==> src/rtl/edge_rebuild_pkg.sv <==
// Shared definitions for the edge_level_rebuilder slice.
//   rebuild_state_e : FSM state encoding; bit 0 is the level of the state and
//                     bit 1 marks a hold window.
//   hold_timer_w()  : width of the hold down-counter for a given MIN_HOLD.
package edge_rebuild_pkg;

  typedef enum logic [1:0] {
    IDLE_LO = 2'b00,
    IDLE_HI = 2'b01,
    HOLD_LO = 2'b10,
    HOLD_HI = 2'b11
  } rebuild_state_e;

  function automatic int hold_timer_w(input int min_hold);
    return (min_hold < 1) ? 1 : $clog2(min_hold + 1);
  endfunction

endpackage

==> src/rtl/edge_level_rebuilder_hold_timer.sv <==
// hold_timer: loadable down-counter that times the hold window after a
// level_out transition.
//   clk    : clock, rising edge
//   rst    : asynchronous active-high reset
//   load   : restart the window (a transition happens at this edge)
//   expire : high when the count has run out; the owner acts on it at the
//            next edge, which is exactly MIN_HOLD edges after the load
module hold_timer
  import edge_rebuild_pkg::*;
#(
  parameter int MIN_HOLD = 2
) (
  input  logic clk,
  input  logic rst,
  input  logic load,
  output logic expire
);

  localparam int TW = hold_timer_w(MIN_HOLD);
  // Loading MIN_HOLD-1 makes expire visible after edge k+MIN_HOLD-1 so the
  // follow-up transition can be taken at edge k+MIN_HOLD.
  localparam logic [TW-1:0] LOAD_VAL = TW'(MIN_HOLD - 1);

  logic [TW-1:0] cnt_q;

  always_ff @(posedge clk or posedge rst) begin
    if (rst) begin
      cnt_q <= '0;
    end else if (load) begin
      cnt_q <= LOAD_VAL;
    end else if (cnt_q != '0) begin
      cnt_q <= cnt_q - TW'(1);
    end
  end

  assign expire = (cnt_q == '0);

endmodule

==> src/rtl/edge_level_rebuilder.sv <==
// edge_level_rebuilder: rebuilds a level from single-cycle rise/fall pulses,
// holding every transition for at least MIN_HOLD cycles.
//   clk           : clock, rising edge
//   rst           : asynchronous active-high reset
//   rise_pulse    : request 0->1
//   fall_pulse    : request 1->0
//   level_out     : reconstructed level (registered)
//   busy          : hold window active, events are not applied
//   err_both      : one cycle, both pulses were high together
//   err_redundant : one cycle, request equals the effective level
//   edge_cnt      : level_out transitions, wraps
//   drop_cnt      : dropped events, saturates
// Build option EDGE_REBUILD_QUEUE_EN: adds a one-deep pending register so the
// first opposite event during a hold is applied at hold expiry instead of
// being dropped.
module edge_level_rebuilder
  import edge_rebuild_pkg::*;
#(
  parameter int MIN_HOLD = 2,
  parameter int CNT_W    = 8
) (
  input  logic             clk,
  input  logic             rst,
  input  logic             rise_pulse,
  input  logic             fall_pulse,
  output logic             level_out,
  output logic             busy,
  output logic             err_both,
  output logic             err_redundant,
  output logic [CNT_W-1:0] edge_cnt,
  output logic [CNT_W-1:0] drop_cnt
);

  function automatic logic [CNT_W-1:0] sat_inc(input logic [CNT_W-1:0] v);
    return (&v) ? v : v + CNT_W'(1);
  endfunction

  rebuild_state_e state_q, state_d;
  logic level_d;
  logic timer_expire;
  logic in_hold, hold_active;
  logic pend_q, defer;
  logic eff_level, both, one_ev, redundant, opposite;
  logic fire, accept, drop, toggle;

  hold_timer #(.MIN_HOLD(MIN_HOLD)) u_hold_timer (
    .clk    (clk),
    .rst    (rst),
    .load   (toggle),
    .expire (timer_expire)
  );

  assign in_hold     = (state_q == HOLD_LO) || (state_q == HOLD_HI);
  // The expiry cycle already counts as idle for new events.
  assign hold_active = in_hold && !timer_expire;
  assign busy        = hold_active;

  // A pending event always targets the opposite of level_out.
  assign eff_level = level_out ^ pend_q;
  assign both      = rise_pulse && fall_pulse;
  assign one_ev    = rise_pulse ^ fall_pulse;
  assign redundant = one_ev && (rise_pulse == eff_level);
  assign opposite  = one_ev && (rise_pulse != eff_level);

  assign fire   = in_hold && timer_expire && pend_q;
  assign accept = opposite && !hold_active && !pend_q;
  assign drop   = opposite && !accept && !defer;
  assign toggle = accept || fire;

`ifdef EDGE_REBUILD_QUEUE_EN
  assign defer = opposite && hold_active && !pend_q;

  always_ff @(posedge clk or posedge rst) begin
    if (rst) begin
      pend_q <= 1'b0;
    end else if (fire) begin
      pend_q <= 1'b0;
    end else if (defer) begin
      pend_q <= 1'b1;
    end
  end
`else
  assign defer  = 1'b0;
  assign pend_q = 1'b0;
`endif

  always_comb begin
    level_d = level_out;
    state_d = state_q;
    if (in_hold && timer_expire) begin
      state_d = level_out ? IDLE_HI : IDLE_LO;
    end
    if (toggle) begin
      level_d = !level_out;
      if (MIN_HOLD > 1) begin
        state_d = level_d ? HOLD_HI : HOLD_LO;
      end else begin
        state_d = level_d ? IDLE_HI : IDLE_LO;
      end
    end
  end

  always_ff @(posedge clk or posedge rst) begin
    if (rst) begin
      state_q       <= IDLE_LO;
      level_out     <= 1'b0;
      err_both      <= 1'b0;
      err_redundant <= 1'b0;
      edge_cnt      <= '0;
      drop_cnt      <= '0;
    end else begin
      state_q       <= state_d;
      level_out     <= level_d;
      err_both      <= both;
      err_redundant <= redundant;
      if (toggle) edge_cnt <= edge_cnt + CNT_W'(1);
      if (drop)   drop_cnt <= sat_inc(drop_cnt);
    end
  end

endmodule

==> config.mk <==
export PLATFORM = sky130hd
export DESIGN_NAME = edge_level_rebuilder
export DESIGN_NICKNAME = d
export VERILOG_FILES = /design/src/rtl/edge_rebuild_pkg.sv /design/src/rtl/edge_level_rebuilder_hold_timer.sv /design/src/rtl/edge_level_rebuilder.sv
export SDC_FILE = /design/constraint.sdc
export NUM_CORES = 1
export LEC_CHECK = 0
export ABC_AREA = 1
export BUFFER_PORTS_ARGS = -buffer_cell sky130_fd_sc_hd__clkbuf_2
export CAP_MARGIN = 20
export CORE_MARGIN = 3
export CORE_UTILIZATION = 40
export DETAILED_ROUTE_END_ITERATION = 6
export PLACE_DENSITY_LB_ADDON = 0.3
export SLEW_MARGIN = 20
export SYNTH_ARGS = -nofsm -noshare
export SYNTH_HDL_FRONTEND = slang
export SYNTH_SLANG_ARGS = --single-unit
==> constraint.sdc <==
create_clock -name clk -period 1.4 [get_ports clk]
set_input_delay 0.14 -clock clk [delete_from_list [all_inputs] [get_ports clk]]
set_output_delay 0.14 -clock clk [all_outputs]
set_load 0.03 [all_outputs]
Yosys cells after proc, flatten, opt, wreduce, memory -nomap -nowiden --
Cells that the tools add are included.
Word-level totals: logic and storage cells 40, output and inout bits 20, register bits 23
Cells by class: bitwise logic cells 2, eq/ne operators 4, muxes and demuxes 6, reduce and logical (&&, ||, !) cells 18, add/sub/neg operators 3
Operators by type and width (count):
- adder 8 x 1 -> 8 bit (second input constant) | 2
- 2-to-1 mux 2 bit | 4
- AND reduction 8 bit | 1
- logical AND 1 bit | 7
- nonzero test 2 bit | 3
- equality test 2 bit (second input constant) | 2
- logical NOT 1 bit | 4
- logical NOT 2 bit | 1
- 2-to-1 mux 1 bit | 2
- AND reduction 2 bit | 1
- subtractor 2 x 1 -> 2 bit (second input constant) | 1
- equality test 1 bit | 1
- logical OR 1 bit | 1
- != test 1 bit | 1
- NOT 1 bit | 1
- XOR 1 bit | 1

Longest topological paths before layout --
Gate-level depths: netlist (run 1).
depth after elaboration 8, gate-level depth with buffers 9, depth with buffers taken out 9

Hierarchy --
From an unflattened synthesis (run 1), not the netlist that was laid out.
Unflattened totals: cell total of the unflattened synthesis 170, area, all modules 1265.0 µm²
By module, submodules not included:
- edge_level_rebuilder | cells each 155, area each 1153.6 µm², instances 1
- hold_timer | cells each 15, area each 111.4 µm², instances 1

Worst setup path before layout (run 1) --
Ideal clock, no wire load.
path kind register -> register, start register drop_cnt[0], end register drop_cnt[2], arrival 1.341 ns, setup slack -0.058 ns, buffers on the path 0, data required time 1.283 ns, stages on the path, launching flop included 9, cells stage by stage dfrtp_1 ha_1 nand2_1 nor2_2 nand2_1 nor2_2 nor2_4 nand2_1 nand2_1
On the way: longest elaborated chain between the ends 3
RTL lines:
- start, declared | RTL line edge_level_rebuilder.sv:31 | output logic [CNT_W-1:0] drop_cnt
- start signal, assigned | RTL line edge_level_rebuilder.sv:117 | if (drop) drop_cnt <= sat_inc(drop_cnt);
- branches (longest 3 deep; another with adder 8 x 1 -> 8 bit)
Parallel ways; which one is timed is not known. A chain may end at the register's enable or synchronous reset.

Worst setup path after layout (run 1) --
start register u_hold_timer.cnt_q[1], end output port busy
On the way: longest elaborated chain between the ends 3
RTL lines:
- start, declared | RTL line edge_level_rebuilder_hold_timer.sv:24 | logic [TW-1:0] cnt_q;
- start signal, assigned | RTL line edge_level_rebuilder_hold_timer.sv:32 | cnt_q <= cnt_q - TW'(1);
- logical NOT 2 bit | RTL line edge_level_rebuilder_hold_timer.sv:36 | assign expire = (cnt_q == '0);
- logical NOT 1 bit | RTL line edge_level_rebuilder.sv:55 | assign hold_active = in_hold && !timer_expire;
- logical AND 1 bit | RTL line edge_level_rebuilder.sv:55
- end, declared | RTL line edge_level_rebuilder.sv:27 | output logic busy,
Every way passes these cells.

==> results of run 1 <==
timing repair:
action | in CTS | in global routing
pin swaps | 1 | 7
hold buffers | 1 | 0
buffers inserted | 4 | 1
endpoints found under the setup margin | 5 | 13
hold endpoints to repair | 22 | 0
resized for setup | 7 | 10
layer usage:
metal | part of all wire | GRT usage | up-vias | wire [um]
li1 | - | - | 548 | -
met1 | 0.46 | 0.1836 | 483 | 1109
met2 | 0.49 | 0.2356 | 26 | 1182
met3 | 0.046 | 0.02725 | 2 | 112
met4 | 0.0062 | 0.05455 | 0 | 15
met5 | 0 | 0 | - | 0
area by class of cell:
| type | instances | area [um2] | area share |
|---|---|---|---|
| Multi-Input combinational cell | 111 | 631.9 | 0.4089 |
| Sequential cell | 22 | 553.0 | 0.3579 |
| Timing Repair Buffer | 34 | 210.2 | 0.1360 |
| Inverter | 18 | 75.07 | 0.04858 |
| Tap cell | 31 | 38.79 | 0.02510 |
| Clock buffer | 4 | 36.28 | 0.02348 |
worst max-delay path, stage by stage, from the launching register on:
cell and delay (ns):
sky130_fd_sc_hd__dfrtp_1 0.43, sky130_fd_sc_hd__inv_2 0.08, sky130_fd_sc_hd__ha_4 0.14, sky130_fd_sc_hd__inv_4 0.04, sky130_fd_sc_hd__nand2_4 0.09, sky130_fd_sc_hd__inv_4 0.05, sky130_fd_sc_hd__buf_8 0.13
cell usage in the layout, fill, tap and decap left out, types with 2 or more instances in the layout:
cell type	Yosys	layout
sky130_fd_sc_hd__clkbuf_4	0	3
sky130_fd_sc_hd__ha_4	0	2
sky130_fd_sc_hd__xnor2_1	3	3
sky130_fd_sc_hd__nand2_4	2	2
sky130_fd_sc_hd__nor2_4	1	2
sky130_fd_sc_hd__nor2_2	3	2
sky130_fd_sc_hd__xor2_1	2	2
sky130_fd_sc_hd__dfrtp_1	22	20
sky130_fd_sc_hd__nand3b_1	3	3
sky130_fd_sc_hd__inv_1	16	13
sky130_fd_sc_hd__nand3_1	11	11
sky130_fd_sc_hd__inv_2	2	2
sky130_fd_sc_hd__inv_4	0	3
sky130_fd_sc_hd__o21ai_2	3	3
sky130_fd_sc_hd__nand2_1	61	59
sky130_fd_sc_hd__nand4_1	2	2
sky130_fd_sc_hd__ha_1	4	2
sky130_fd_sc_hd__buf_4	0	10
sky130_fd_sc_hd__clkbuf_2	0	22
sky130_fd_sc_hd__nor2_1	6	6
sky130_fd_sc_hd__nand2_2	2	4
sky130_fd_sc_hd__dfrtp_2	0	2
sky130_fd_sc_hd__o21ai_1	1	2
sky130_fd_sc_hd__o21ai_0	3	2
worst min path at each step:
stage | start | endpoint | slack (ns) | depth (start not counted)
floorplan | rst | drop_cnt[2]$_DFFE_PP0P_ | 0.13 | 1
global placement | rst | err_both$_DFF_PP0_ | 0.17 | 3
detailed placement | rst | err_both$_DFF_PP0_ | 0.19 | 3
CTS | fall_pulse | err_both$_DFF_PP0_ | 0.07 | 2
global route | fall_pulse | err_both$_DFF_PP0_ | 0.06 | 2
finish | fall_pulse | err_both$_DFF_PP0_ | 0.08 | 2
per-stage QoR:
stage	area, um2	total power (W)
2_1_floorplan	1229	0.001882
3_3_place_gp	1409	0.002142
3_5_place_dp	1409	0.002193
4_1_cts	1509	0.002714
5_1_grt	1545	0.002991
6_report	1545	0.002782
sequential cells by signal, summed over array words and instances (netlist names):
| register | count |
|---|---|
| drop_cnt | 8 |
| edge_cnt | 8 |
| u_hold_timer.cnt_q | 2 |
| err_both | 1 |
| err_redundant | 1 |
| level_out | 1 |
| state_q | 1 |
where the power goes:
part	switching [W]	internal, W	total [W]
clock network	0.000191	0.000158	0.000349
registers	0.000202	0.000809	0.00101
logic	0.000860	0.000562	0.00142
logic make-up after synthesis:
kind of cell             count (synthesis)
AO/OA/AOI/OAI                            7
buffers and inverters                   19
XOR/XNOR                                 6
flip-flops                              22
AND/OR/NAND/NOR                         94
adder cells (fa/ha/maj)                  4
==> results.rst, run 1 <==
.. list-table::
   :header-rows: 1

   * - Metric
     - Value
   * - Final std cells w/o fill
     - 220
   * - CTS tree
     - done
   * - Num ports
     - 24
   * - Critical Setup Path Class
     - reg2out
   * - DRC violation count after routing
     - 0
   * - TritonCTS Buffers
     - 3
   * - Depth of the worst register-to-register path
     - 7
   * - Actual transition at the worst max-transition pin
     - roughly 0.28 ns
   * - P&R area growth vs syn
     - 26.02%
   * - Reg2Reg Launch Point
     - u_hold_timer.cnt_q[1]$_DFFE_PP0P_
   * - Count of buffers from port buffering
     - 23
   * - Synth Area in Simple Gates
     - 0.3592
   * - Required time of the critical path
     - approximately 1.3 ns
   * - Synthesized area divided by synthesized cell count
     - around 8 um2
   * - Sequential fraction of the synthesis area
     - 0.4490
   * - Placer's final routability congestion estimate
     - 0.7659
   * - DRC marker count from the first detailed-route iteration
     - 36
   * - Type of the tightest min-delay check
     - in2reg
   * - Number of distinct library cell variants in the gate-level netlist after synthesis
     - 23
   * - Number of clock sinks
     - 22
   * - Routed wire length
     - 2.419 mm
   * - Hold Fails Final Rpt
     - 0
   * - Via count of the routed design
     - 1059
   * - Pre-CTS setup slack
     - around 0.003 ns
   * - R2r endpoint
     - edge_cnt[3]$_DFFE_PP0P_
   * - Wire per inst
     - between 10 and 15 um
   * - Share of the synthesized area in the top cell type
     - 0.4490
   * - Starting Density
     - 0.4334
   * - Setup Skew
     - about 0.0023 ns
   * - Post-layout minimum cycle time
     - about 1.4 ns
   * - Cell area after synthesis
     - ~0.0012 mm2
   * - Flop and latch count out of synthesis
     - 22
   * - # Max-Cap Violations
     - 0
   * - Fraction of the mapped netlist area in adder cells
     - 0.04082
   * - Maximum number of pins on one net before global-route repair
     - 23
   * - Arrival time of data at the critical path endpoint
     - between 1 and 1.5 ns
   * - Vias in the first global route
     - 941
   * - Largest family of logic cells by synthesized area
     - simple AND/OR/NAND/NOR gates
   * - Max-slew headroom at the worst pin
     - 0.8140
   * - Total of endpoints with negative setup slack in the final report
     - 0
   * - Critical Path Source Type
     - register
   * - Post-synth EDFFs
     - 0
   * - Synth Area in Compound Gates
     - 0.03776
   * - Standby leakage power
     - between 0.8 and 0.9 nW
   * - Number of nets in the layout
     - a little under 200
   * - Largest driver fanout on the critical path
     - 4
   * - Share of async-settable or async-resettable flops after synthesis
     - 1.000
   * - Die ar.
     - about 0.0038 mm2
   * - Number of nets with antenna violations after detailed routing
     - 0
   * - Result of the run
     - finished clean
   * - Number of placed instances, taps included
     - 210
   * - Slack of the worst reg-to-reg path
     - 0.06 ns
   * - Fraction of the core area covered by cells at the end of the flow
     - 0.5462
   * - CP endpoint kind
     - output pin
   * - Die height
     - 61.37 um
   * - Largest cells by area after synthesis
     - sky130_fd_sc_hd__dfrtp_1, sky130_fd_sc_hd__nand2_1, sky130_fd_sc_hd__inv_1
   * - Bufs on Longest Clock Path
     - 2
   * - Post-synth net total
     - 160
   * - Critical Path Source
     - u_hold_timer.cnt_q[1]$_DFFE_PP0P_
   * - Fill cell instance count of the final layout
     - 260
   * - Fraction of final layout cells with drive strength greater than 1
     - 0.3280
   * - Fin worst setup slack
     - between 0.007 and 0.008 ns
   * - Total congestion overflow
     - 0
   * - Largest area contributor in the synthesized netlist
     - sky130_fd_sc_hd__dfrtp_1
   * - YS warnings
     - 0
   * - Chip width
     - 61.37 um
   * - Critical path destination
     - busy
   * - Area share of xor/xnor cells in the synthesized design
     - 0.04898
   * - Global-route wire length before repair
     - ~4.0 mm
   * - Rows
     - 19
   * - Drt first pass iters
     - 4
   * - Main synth FF type
     - sky130_fd_sc_hd__dfrtp_1
   * - Unrepaired setup endpoints after global routing
     - yes
   * - Number of antenna cells inserted
     - 0
   * - Total core area
     - between 0.002 and 0.003 mm2
   * - Number of cells produced by synthesis
     - approximately 150
   * - Power per cell area
     - roughly 1800 mW/mm2
   * - Total routing usage reported by global routing
     - 0.1422
   * - Synth top cells by count
     - sky130_fd_sc_hd__nand2_1, sky130_fd_sc_hd__dfrtp_1, sky130_fd_sc_hd__inv_1, sky130_fd_sc_hd__nand3_1, sky130_fd_sc_hd__nor2_1
   * - Initial antenna violation count
     - 0
   * - Per-cell via count in the routed design
     - just under 5
   * - Multiplexer area fraction after synthesis
     - 0
   * - Later-pin clock latency in the skew report
     - approximately 0.30 ns
   * - Hpwl dp
     - between 1.5 and 2 mm
   * - WHS
     - 0.07910 ns
   * - Number of levels the H-tree was split into
     - 1
   * - Sum of negative setup slack
     - 0 ns
   * - Final period util
     - 0.9943
   * - Clock-pin transition on the worst setup and hold timing paths
     - between 0.1 and 0.15 ns
   * - Root buffer selected by CTS
     - sky130_fd_sc_hd__clkbuf_4
   * - Fin. max-slew vios
     - 0
   * - Library cell with the highest instance count after synthesis
     - sky130_fd_sc_hd__nand2_1
   * - Peak supply drop
     - 0.0009248 V
   * - Highest clock frequency the design can meet
     - a little over 0.7 GHz
(Power assumes the default switching activity.)
==> run 2, diff against run 1 <==
BUFFER_PORTS_ARGS = default   (was -buffer_cell sky130_fd_sc_hd__clkbuf_2)
CORE_UTILIZATION = 61   (was 40)
DONT_BUFFER_PORTS = 1   (was default)
==> run 2 against run 1 <==
  * The flow now finishes with violations (negative setup slack)
  * Clock-buffer cell count is the same
  * Utilization grew 33 points
  * Register-to-register slack lost 0.08 ns
  * Sequential share of layout area shrank 0.85 points
  * Clock power grew 5%
  * Fmax shrank 2.6%
  * First-iteration DRC count grew 42%
  * Total power grew 12%
  * Wire length grew 51%
  * Critical endpoint unchanged
==> results.rst, run 2 (same netlist as run 1, synthesis figures left out) <==
.. list-table::
   :header-rows: 1

   * - Metric
     - Value
   * - Total congestion overflow
     - 0
   * - Actual transition at the worst max-transition pin
     - 0.3580 ns
   * - Number of clock sinks
     - 22
   * - Die height
     - approximately 51 um
   * - Final std cells w/o fill
     - approximately 210
   * - Total routing usage reported by global routing
     - 0.2630
   * - WHS
     - roughly 0.062 ns
   * - Root buffer selected by CTS
     - sky130_fd_sc_hd__clkbuf_4
   * - Result of the run
     - finished with violations
   * - Number of levels the H-tree was split into
     - 1
   * - Critical Setup Path Class
     - reg2out
   * - Max-slew headroom at the worst pin
     - 0.7614
   * - Arrival time of data at the critical path endpoint
     - around 1.3 ns
   * - Violations in the final reports
     - negative setup slack
   * - Total of endpoints with negative setup slack in the final report
     - 5
   * - Pwr Total
     - roughly 0.0031 W
   * - Sum of negative setup slack
     - -0.06618 ns
   * - Placer's final routability congestion estimate
     - around 0.85
   * - Highest clock frequency the design can meet
     - around 0.7 GHz
   * - Peak supply drop
     - 0.001951 V
   * - Number of cells on the worst hold path
     - 3
   * - Depth of the worst register-to-register path
     - 7
   * - Hold Fails Final Rpt
     - 0
   * - Type of the tightest min-delay check
     - in2reg
   * - # Max-Cap Violations
     - 0
   * - Registers with the highest flip-flop counts
     - drop_cnt (8), edge_cnt (8), u_hold_timer.cnt_q (2)
   * - Fin. max-slew vios
     - 0
   * - DRC violation count after routing
     - 0
   * - Power per cell area
     - between 1500 and 2000 mW/mm2
   * - Number of placed instances, taps included
     - 194
   * - Rows
     - 15
   * - Clock-pin transition on the worst setup and hold timing paths
     - ~0.13 ns
   * - CTS tree
     - done
   * - Chip width
     - 50.84 um
   * - Starting Density
     - 0.6806
   * - Fraction of the core area covered by cells at the end of the flow
     - 0.8785
   * - Setup Skew
     - just over 0.006 ns
   * - Bufs on Longest Clock Path
     - 2
   * - Via count of the routed design
     - ~1200
   * - Largest driver fanout on the critical path
     - 5
   * - Later-pin clock latency in the skew report
     - roughly 0.32 ns
   * - Number of nets with antenna violations after detailed routing
     - 0
   * - Final period util
     - 1.021
   * - Slack of the worst reg-to-reg path
     - -0.02 ns
   * - Critical Path Source Type
     - register
   * - CP endpoint kind
     - output pin
   * - Fraction of final layout cells with drive strength greater than 1
     - 0.3333
   * - Reg2Reg Launch Point
     - level_out$_DFFE_PP0P_
   * - TritonCTS Buffers
     - 3
   * - P&R area growth vs syn
     - 29.08%
   * - Count of buffers from port buffering
     - 0
   * - DRC marker count from the first detailed-route iteration
     - 51
   * - Initial antenna violation count
     - 0
   * - Num ports
     - 24
   * - Per-cell via count in the routed design
     - roughly 6
   * - Drt first pass iters
     - 4
   * - Total core area
     - roughly 0.0018 mm2
   * - Fin worst setup slack
     - -0.02971 ns
   * - Standby leakage power
     - 0.8162 nW
   * - Most used cells in the layout excluding fill and tap cells
     - sky130_fd_sc_hd__nand2_1, sky130_fd_sc_hd__buf_4, sky130_fd_sc_hd__dfrtp_1
   * - Hpwl dp
     - around 2 mm
   * - Wire per inst
     - between 15 and 20 um
   * - Unrepaired setup endpoints after global routing
     - yes
   * - Post-layout minimum cycle time
     - 1.430 ns
   * - Number of antenna cells inserted
     - 0
   * - Number of nets in the layout
     - between 150 and 200
   * - Die ar.
     - between 0.002 and 0.003 mm2
   * - Maximum number of pins on one net before global-route repair
     - 23
   * - R2r endpoint
     - edge_cnt[5]$_DFFE_PP0P_
   * - Required time of the critical path
     - around 1.3 ns
   * - Most common cell after layout, fill and taps aside
     - sky130_fd_sc_hd__nand2_1
   * - Critical path destination
     - busy
   * - Routed wire length
     - 3.642 mm
   * - Vias in the first global route
     - roughly 1200
   * - Critical Path Source
     - u_hold_timer.cnt_q[1]$_DFFE_PP0P_
   * - Global-route wire length before repair
     - approximately 5 mm
[run 2: timing repair]
action,4_1_cts,5_1_grt
endpoints found under the setup margin,9,17
gates cloned,0,1
hold buffers,2,0
buffers inserted,4,6
gates resized for setup,5,12
pin swaps,1,12
endpoints found under the hold margin,23,0
[run 2: layout make-up]
class	count	area, um2
tap	25	31.28
sequential	22	553.0
fill	88	219.0
inverter	18	72.57
multi-input combinational	112	655.6
clock buffer	4	36.28
timing repair buffer	30	234.0
[run 2: per-stage QoR]
stage	instance area, um2	worst slack [ns]
2_1_floorplan	1229	0.04893
6_report	1583	-0.02971
5_1_grt	1583	-0.1191
4_1_cts	1479	-0.0007168
3_5_place_dp	1384	-0.02685
3_3_place_gp	1384	0.08340
[run 2: worst min-delay path by stage]
| stage | start | slack (ns) | endpoint |
|---|---|---|---|
| floorplan | rst | 0.13 | drop_cnt[2]$_DFFE_PP0P_ |
| global placement | rst | 0.08 | state_q[1]$_DFFE_PP0P_ |
| detailed placement | rst | 0.08 | state_q[1]$_DFFE_PP0P_ |
| CTS | rise_pulse | 0.05 | err_redundant$_DFF_PP0_ |
| global route | rise_pulse | 0.09 | err_redundant$_DFF_PP0_ |
| finish | rise_pulse | 0.06 | err_redundant$_DFF_PP0_ |
[run 2: metal layers]
| layer | share of wire | global-route usage | up-vias | wire (um) |
|---|---|---|---|---|
| li1 | - | - | 540 | - |
| met1 | 0.35 | 0.3010 | 575 | 1281 |
| met2 | 0.51 | 0.4543 | 98 | 1868 |
| met3 | 0.087 | 0.03207 | 25 | 316 |
| met4 | 0.048 | 0.1839 | 0 | 174 |
| met5 | 0 | 0 | - | 0 |
[run 2: power by group]
part	internal (W)	leakage (nW)	switching (W)
Sequential	0.000809	0.284	0.000218
Clock	0.000159	0.0210	0.000205
Combinational	0.000684	0.511	0.00104
Total	0.00165	0.816	0.00146
[run 2: worst max-delay path, cell delays in order (launching register included)]
cell and delay [ns]:
sky130_fd_sc_hd__dfrtp_1 0.40, sky130_fd_sc_hd__inv_2 0.05, sky130_fd_sc_hd__ha_4 0.16, sky130_fd_sc_hd__inv_4 0.08, sky130_fd_sc_hd__nand2_8 0.08, sky130_fd_sc_hd__inv_4 0.07, sky130_fd_sc_hd__buf_6 0.12
==> run 3, diff against run 2 <==
CORE_UTILIZATION = 55   (was 61)
clock period = 1.2 ns   (was 1.4 ns; I/O delays follow)
==> run 3 against run 2 <==
  * Via count rose by 0.24%
  * Sequential share of layout area is 2.0 points lower
  * The flow still finishes with violations (negative setup slack)
  * Final cell count increased by 4.7%
  * Critical path depth is 1 higher
  * Die area up 9.6%
  * Critical path type unchanged
  * Largest power group unchanged
  * Utilization is 4.8 points lower
  * Final area is 7.1% higher
  * Clock-buffer cell count is the same
==> results.rst, run 3 (same netlist as run 1, synthesis figures left out) <==
.. list-table::
   :header-rows: 1

   * - Metric
     - Value
   * - Type of the tightest min-delay check
     - in2reg
   * - Share of total power in combinational logic
     - 0.572
   * - Fin worst setup slack
     - -0.2439 ns
   * - Clock-pin transition on the worst setup and hold timing paths
     - ~0.12 ns
   * - Final period util
     - 1.203
   * - Violations in the final reports
     - negative setup slack
   * - Vias in the first global route
     - 1241
   * - Count of buffers from port buffering
     - 0
   * - Largest driver fanout on the critical path
     - 3
   * - Number of nets in the layout
     - between 200 and 250
   * - Pre-CTS setup slack
     - -0.1901 ns
   * - Placer's final routability congestion estimate
     - ~0.77
   * - Per-cell via count in the routed design
     - 5.615
   * - Initial antenna violation count
     - 0
   * - TritonCTS Buffers
     - 3
   * - Power per cell area
     - about 2300 mW/mm2
   * - Chip width
     - 53.22 um
   * - Highest clock frequency the design can meet
     - between 0.6 and 0.7 GHz
   * - Total of endpoints with negative setup slack in the final report
     - 20
   * - CP endpoint kind
     - output pin
   * - Starting Density
     - 0.6005
   * - Critical Setup Path Class
     - reg2out
   * - Fill cell instance count of the final layout
     - 120
   * - Number of antenna cells inserted
     - 0
   * - Most common cell after layout, fill and taps aside
     - sky130_fd_sc_hd__nand2_1
   * - Via count of the routed design
     - 1241
   * - Required time of the critical path
     - approximately 1.1 ns
   * - Total core area
     - between 0.002 and 0.0025 mm2
   * - Wire per inst
     - 16.38 um
   * - Global-route wire length before repair
     - approximately 5.7 mm
   * - Power spent charging and discharging nets
     - 0.001740 W
   * - Design internal power
     - ~0.0021 W
   * - Standard cell area after detailed placement
     - between 0.0015 and 0.002 mm2
   * - Multi-input gate area
     - approximately 690 um2
   * - DRC violation count after routing
     - 0
   * - Maximum number of pins on one net before global-route repair
     - 20
   * - Num ports
     - 24
   * - Registers with the highest flip-flop counts
     - drop_cnt (8), edge_cnt (8), u_hold_timer.cnt_q (2)
   * - Number of clock sinks
     - 22
   * - Number of levels the H-tree was split into
     - 1
   * - Slack of the worst reg-to-reg path
     - -0.17 ns
   * - Hold Fails Final Rpt
     - 0
   * - Root buffer selected by CTS
     - sky130_fd_sc_hd__clkbuf_4
   * - Unrepaired setup endpoints after global routing
     - yes
   * - Final std cells w/o fill
     - ~220
   * - Max-slew headroom at the worst pin
     - 0.7547
   * - Critical Path Source Type
     - register
   * - Arrival time of data at the critical path endpoint
     - around 1.3 ns
   * - Flop pwr share
     - 0.317
   * - FF/Latch Area
     - 559.3 um2
   * - Routed wire length
     - around 3.6 mm
   * - Hpwl dp
     - approximately 2.2 mm
   * - P&R area growth vs syn
     - 38.27%
   * - Post-layout minimum cycle time
     - about 1.4 ns
   * - CTS tree
     - done
   * - Total congestion overflow
     - 0
   * - Pwr Total
     - about 0.0039 W
   * - Actual transition at the worst max-transition pin
     - 0.3680 ns
   * - Peak supply drop
     - 0.001834 V
   * - # Max-Cap Violations
     - 0
   * - Standby leakage power
     - around 0.85 nW
   * - Die ar.
     - roughly 0.0028 mm2
   * - Most used cells in the layout excluding fill and tap cells
     - sky130_fd_sc_hd__nand2_1, sky130_fd_sc_hd__buf_4, sky130_fd_sc_hd__dfrtp_1
   * - Fraction of final layout cells with drive strength greater than 1
     - 0.3918
   * - Number of placed instances, taps included
     - 208
   * - Number of nets with antenna violations after detailed routing
     - 0
   * - Clock power share
     - 0.111
   * - Post-route cell area
     - 0.001695 mm2
   * - Fin. max-slew vios
     - 0
   * - Bufs on Longest Clock Path
     - 2
   * - Result of the run
     - finished with violations
   * - Later-pin clock latency in the skew report
     - between 0.3 and 0.4 ns
   * - Total routing usage reported by global routing
     - 0.2873
   * - Rows
     - 16
   * - DRC marker count from the first detailed-route iteration
     - 56
   * - Drt first pass iters
     - 5
   * - Die height
     - 53.22 um
   * - Fraction of power spent switching nets
     - 0.4485
   * - Setup Skew
     - 0.01611 ns
## run 3: cell count changes in the layout (fill, tap and decap cells not counted), sizes merged
cell	before	now
buf	28	36
## run 3: worst max-delay path: stages, from the launching register on
cell and delay, ns:
sky130_fd_sc_hd__dfrtp_1 0.41, sky130_fd_sc_hd__inv_2 0.08, sky130_fd_sc_hd__ha_4 0.15, sky130_fd_sc_hd__inv_4 0.04, sky130_fd_sc_hd__nand2_4 0.07, sky130_fd_sc_hd__inv_4 0.04
sky130_fd_sc_hd__buf_6 0.10, sky130_fd_sc_hd__buf_6 0.12
## run 3: metal layers
layer | GRT usage | routed length (um)
met5 | 0 | 0
met4 | 0.1404 | 110
met3 | 0.04789 | 231
met2 | 0.5122 | 1904
met1 | 0.3261 | 1372
## run 3: layout make-up
cell class / count / area share
Timing Repair Buffer: 38 / 0.1779
Clock buffer: 4 / 0.02140
Sequential cell: 22 / 0.3299
Multi-Input combinational cell: 112 / 0.4066
Inverter: 18 / 0.04428
Tap cell: 27 / 0.01993
## run 3: repair_timing
action / CTS / global route
gates resized for setup: 17 / 3
endpoints found under the setup margin: 20 / 21
pin swaps: 7 / 9
cloned: 1 / 0
setup buffers: 5 / 1
hold buffers: 2 / 0
endpoints found under the hold margin: 23 / 0
## run 3: through the flow
stage	hold slack [ns]	setup TNS, ns	util
3_5_place_dp	-0.1021	-2.192	0.7414
2_1_floorplan	0.1088	-1.023	-
4_1_cts	0.06074	-2.776	0.8235
6_report	0.07870	-2.895	0.8303
5_1_grt	0.06262	-4.364	0.8303
3_3_place_gp	-0.1090	-0.6741	0.7414
## run 3: worst paths after layout
check | startpoint | to | cells after the start
max | u_hold_timer.cnt_q[0]$_DFFE_PP0P_ | busy | 7
max in group asynchronous | rst | level_out$_DFFE_PP0P_ | 3
min reg2reg | u_hold_timer.cnt_q[0]$_DFFE_PP0P_ | u_hold_timer.cnt_q[0]$_DFFE_PP0P_ | 2
max reg2reg | u_hold_timer.cnt_q[0]$_DFFE_PP0P_ | edge_cnt[3]$_DFFE_PP0P_ | 9
min | rise_pulse | err_redundant$_DFF_PP0_ | 3
min in group asynchronous | rst | err_both$_DFF_PP0_ | 2
## run 3: power by group through the flow
| stage | combinational, W | clock, W | sequential, W |
|---|---|---|---|
| CTS | 0.00214 | 0.000421 | 0.00122 |
| floorplan | 0.000821 | 0 | 0.00146 |
| finish | 0.00222 | 0.000430 | 0.00123 |
| global route | 0.00237 | 0.000455 | 0.00125 |
| detailed placement | 0.00175 | 0 | 0.00122 |
| global placement | 0.00167 | 0 | 0.00119 |
